$ cat config.mk
export PLATFORM = sky130hd
export DESIGN_NAME = sync_fifo_flags
export DESIGN_NICKNAME = d
export VERILOG_FILES = /design/src/rtl/sync_fifo_flags.sv
export SDC_FILE = /design/constraint.sdc
export NUM_CORES = 1
export LEC_CHECK = 0
export ABC_CLOCK_PERIOD_IN_PS = 4500
export CORE_MARGIN = 5
export CORE_UTILIZATION = 55
export DETAILED_ROUTE_END_ITERATION = 10
export PLACE_DENSITY = 0.83
export SYNTH_ARGS = -nofsm -noshare
export SYNTH_HDL_FRONTEND = slang
export SYNTH_SLANG_ARGS = --single-unit
$ cat constraint.sdc
create_clock -name clk -period 4.5 [get_ports clk]
set_input_delay 0.675 -clock clk [delete_from_list [all_inputs] [get_ports clk]]
set_output_delay 0.675 -clock clk [all_outputs]
set_load 0.1 [all_outputs]
$ cat src/rtl/sync_fifo_flags.sv
// sync_fifo_flags: single-clock FIFO with exact count, almost flags, sticky errors and selectable FWFT reads
module sync_fifo_flags #(
   parameter int DATA_WIDTH          = 4,
   parameter int ADDRESS_WIDTH       = 5,
   parameter bit FWFT                = 1'b0,
   parameter int ALMOST_FULL_THRESH  = (1 << ADDRESS_WIDTH) - 4,
   parameter int ALMOST_EMPTY_THRESH = 4
) (
   input  logic                    clk,
   input  logic                    rst_n,
   input  logic [DATA_WIDTH-1:0]   write_data,
   input  logic                    write_increment,
   input  logic                    read_increment,
   input  logic                    clear_errors,
   output logic [DATA_WIDTH-1:0]   read_data,
   output logic                    empty,
   output logic                    full,
   output logic                    almost_empty,
   output logic                    almost_full,
   output logic [ADDRESS_WIDTH:0]  count,
   output logic                    overflow,
   output logic                    underflow
);
   localparam int DEPTH = 1 << ADDRESS_WIDTH;
   localparam logic [ADDRESS_WIDTH:0] DEPTH_C = (ADDRESS_WIDTH + 1)'(DEPTH);
   localparam logic [ADDRESS_WIDTH:0] AF_C = (ADDRESS_WIDTH + 1)'(ALMOST_FULL_THRESH);
   localparam logic [ADDRESS_WIDTH:0] AE_C = (ADDRESS_WIDTH + 1)'(ALMOST_EMPTY_THRESH);
   localparam logic [ADDRESS_WIDTH:0] CNT_ONE = (ADDRESS_WIDTH + 1)'(1);
   localparam logic [ADDRESS_WIDTH-1:0] PTR_ONE = ADDRESS_WIDTH'(1);
   logic [DATA_WIDTH-1:0]    mem [DEPTH];
   logic [ADDRESS_WIDTH-1:0] wr_ptr, rd_ptr;
   logic [DATA_WIDTH-1:0]    rd_reg;
   logic [ADDRESS_WIDTH:0]   count_next;
   logic                     push, pop;
   assign empty        = count == '0;
   assign full         = count == DEPTH_C;
   assign almost_empty = count <= AE_C;
   assign almost_full  = count >= AF_C;
   assign push         = write_increment && !full;
   assign pop          = read_increment && !empty;
   assign read_data    = FWFT ? mem[rd_ptr] : rd_reg;
   always_comb begin
      count_next = (push && !pop) ? count + CNT_ONE : (pop && !push) ? count - CNT_ONE : count;
   end
   always_ff @(posedge clk) begin
      if (rst_n && push) mem[wr_ptr] <= write_data;
   end
   always_ff @(posedge clk) begin
      if (!rst_n) begin
         wr_ptr    <= '0;
         rd_ptr    <= '0;
         count     <= '0;
         rd_reg    <= '0;
         overflow  <= 1'b0;
         underflow <= 1'b0;
      end else begin
         if (push) wr_ptr <= wr_ptr + PTR_ONE;
         if (pop) begin
            rd_ptr <= rd_ptr + PTR_ONE;
            rd_reg <= mem[rd_ptr];
         end
         count     <= count_next;
         overflow  <= (write_increment && full) || (overflow && !clear_errors);
         underflow <= (read_increment && empty) || (underflow && !clear_errors);
      end
   end
endmodule

==> results.cfg <==
[clocking]
post_cts_resized = 0
cts-buffers-inserted = 17
cts_setup_buffers = 0
path_clk_slew_ns = 0.06
clk_latency_ns = 0.42
cts_max_level = 4
hold_buffers = 0
cts_tree = yes
cts_buffer_depth = 2
clock_sinks = 150
root_buffer = clkbuf_16

[global_routing]
grt_first_pass_wirelength_um = 19900
grt_pass1_vias = 3582
antenna_found_initial = 0
grt_max_degree = 33
grt_overflow_total = 0
grt_use_total = 0.2022

[route]
drt_iter0_drc = 419
routed_wl_um = 12740
routed-via-count = 3518
detail_route.wl_per_cell_um = 22.24
drtAntennaViolNets = 0
firstDrtPassIters = 5
routed_via_density = 6.140
drc_errors = 0

[cells_and_area]
diodes = 0
drive_gt1_frac = 0.1140
syn2layout_area_growth_pct = 14.28
fin_nets = 438
fin_area_um2 = 7181
utilization = 0.6343

[yosys]
synth_top_area_frac = 0.6117
synth.avg_cell_area_um2 = 15.99
synth-seq-cells = 150
netlist_instances = 393
synth_cell_type_count = 43
synth_common_cells = 128 x edfxtp_1, 37 x nor2_1, 22 x dfxtp_1
synth_ff_type = edfxtp_1
async_reset_ff_frac = 0
synthesis.area_um2 = 6284
yosys.cell_count.top_type = edfxtp_1
ys_warn_count = 0
seq_area_frac_synth = 0.6818
synth-edff-count = 128
synth_nets = 413
synth_top_cell_by_area = edfxtp_1
synthTopCellsByArea = edfxtp_1 61%, dfxtp_1 7.0%, mux4_2 5.7%

[sta]
fin_ws_ns = 1.111
rsz0062_at_grt = false
tns_ns = 0
max_freq_mhz = 295.1
relSlewSlack = 0.1975
finClkSkew_ns = 0.009219
maxSlewViolCount = 0
hold_viol_final = 0
finalCritPeriodShare = 0.7531
finalCriticalPeriod_ns = 3.389
setup_viol = 0
worst_pin_slew_ns = 1.200

[power_and_ir_drop]
ir_drop_v = 0.0005988
power_mw = 4.342
powerDensity_nw_per_um2 = 604.7
power.leakage_nw = 2.344

[outcome]
status = finished clean

[place]
dp_hpwl_um = 7922
pre_cts_ws_ns = 1.061
place.gp.congestion = 0.8347
port_buffers = 24
place_area_um2 = 6596

[die]
die_x_um = 116.9
die-area_um2 = 13660
rows = 39
initial_core_util = 0.5550
pin_count = 25
dieHeight_um = 116.9
core_area_um2 = 11320

[worst_setup_path]
timing.rr.start = count[3]
crit_path_start_kind = flip-flop
cp_max_fo = 6
cp-startpoint = count[3]
arrival_ns = 2.71
crit_path_end_kind = output pin
critPathKind = flip-flop to output pin
critPathRequiredTime_ns = 3.83

[hold_path]
hp-start = read_data[3]
hold_path.class = flip-flop to flip-flop

[flow_run]
maxCapViolations = 0
sequential cells by signal (all words and copies together), names as in the netlist:
signal,flops
overflow,1
rd_ptr,5
underflow,1
mem,128
read_data,4
count,6
wr_ptr,5
cells by family after synthesis:
| kind of cell | share of synthesized area |
|---|---|
| flops | 0.6818 |
| compound gates | 0.04560 |
| buf+inv | 0.02649 |
| xor+xnor | 0.01673 |
| fa+ha+maj | 0.02310 |
| simple gates | 0.08264 |
| mux | 0.1237 |
report_power, final:
part / leakage (nW) / internal (mW) / switching, mW
Combinational: 0.726 / 0.447 / 0.774
Clock: 0.286 / 0.866 / 0.542
Sequential: 1.33 / 1.57 / 0.145
Total: 2.34 / 2.88 / 1.46
stage by stage:
step                      hold WS, ns  cells
after floorplan                0.6070    393
after global placement         0.4921    542
after detailed placement       0.4946    542
after CTS                      0.5080    573
after global routing           0.5463    573
final                          0.5159    573
critical path, cell delays in order, from the launching register on:
cell and delay (ns):
dfxtp_1 0.37, nor4_1 0.51, and3_1 0.26, clkdlybuf4s50_1 1.14
placed cells by master, fill, tap and decap left out, drive strengths merged, types with 5 or more instances in the layout:
cell,count
edfxtp,128
nor2,37
mux4,25
clkdlybuf4s50,24
dfxtp,22
nand2,19
mux2i,18
clkbuf,18
inv,13
and2,12
xnor2,11
nor2b,10
ha,10
a21oi,9
nand3,7
a22oi,6
o21ai,6
clkinv,6
nand4,5
final timing paths:
check	endpoint	slack, ns	depth (start not counted)
setup / recovery	empty	1.11	3
hold / removal	read_data[3]	0.52	1
setup reg to reg	count[4]	1.41	11
hold reg to reg	read_data[3]	0.52	1
per-layer routing:
layer  vias to the layer above  global-route usage  routed length (µm)
li1                       1575                   -                   -
met1                      1753              0.2639                5296
met2                       159              0.3159                6295
met3                        31             0.06324                 779
met4                         0             0.08792                 371
met5                         -                   0                   0
layout make-up:
class,count,area (µm²)
repair buffers,26,255.2
fillers,782,4140
clock inverters,13,155.1
inverters,10,37.54
multi-input cells,213,1839
well taps,143,178.9
flip-flops and latches,150,4285
clock buffers,18,429.2
(Power assumes the default switching activity.)
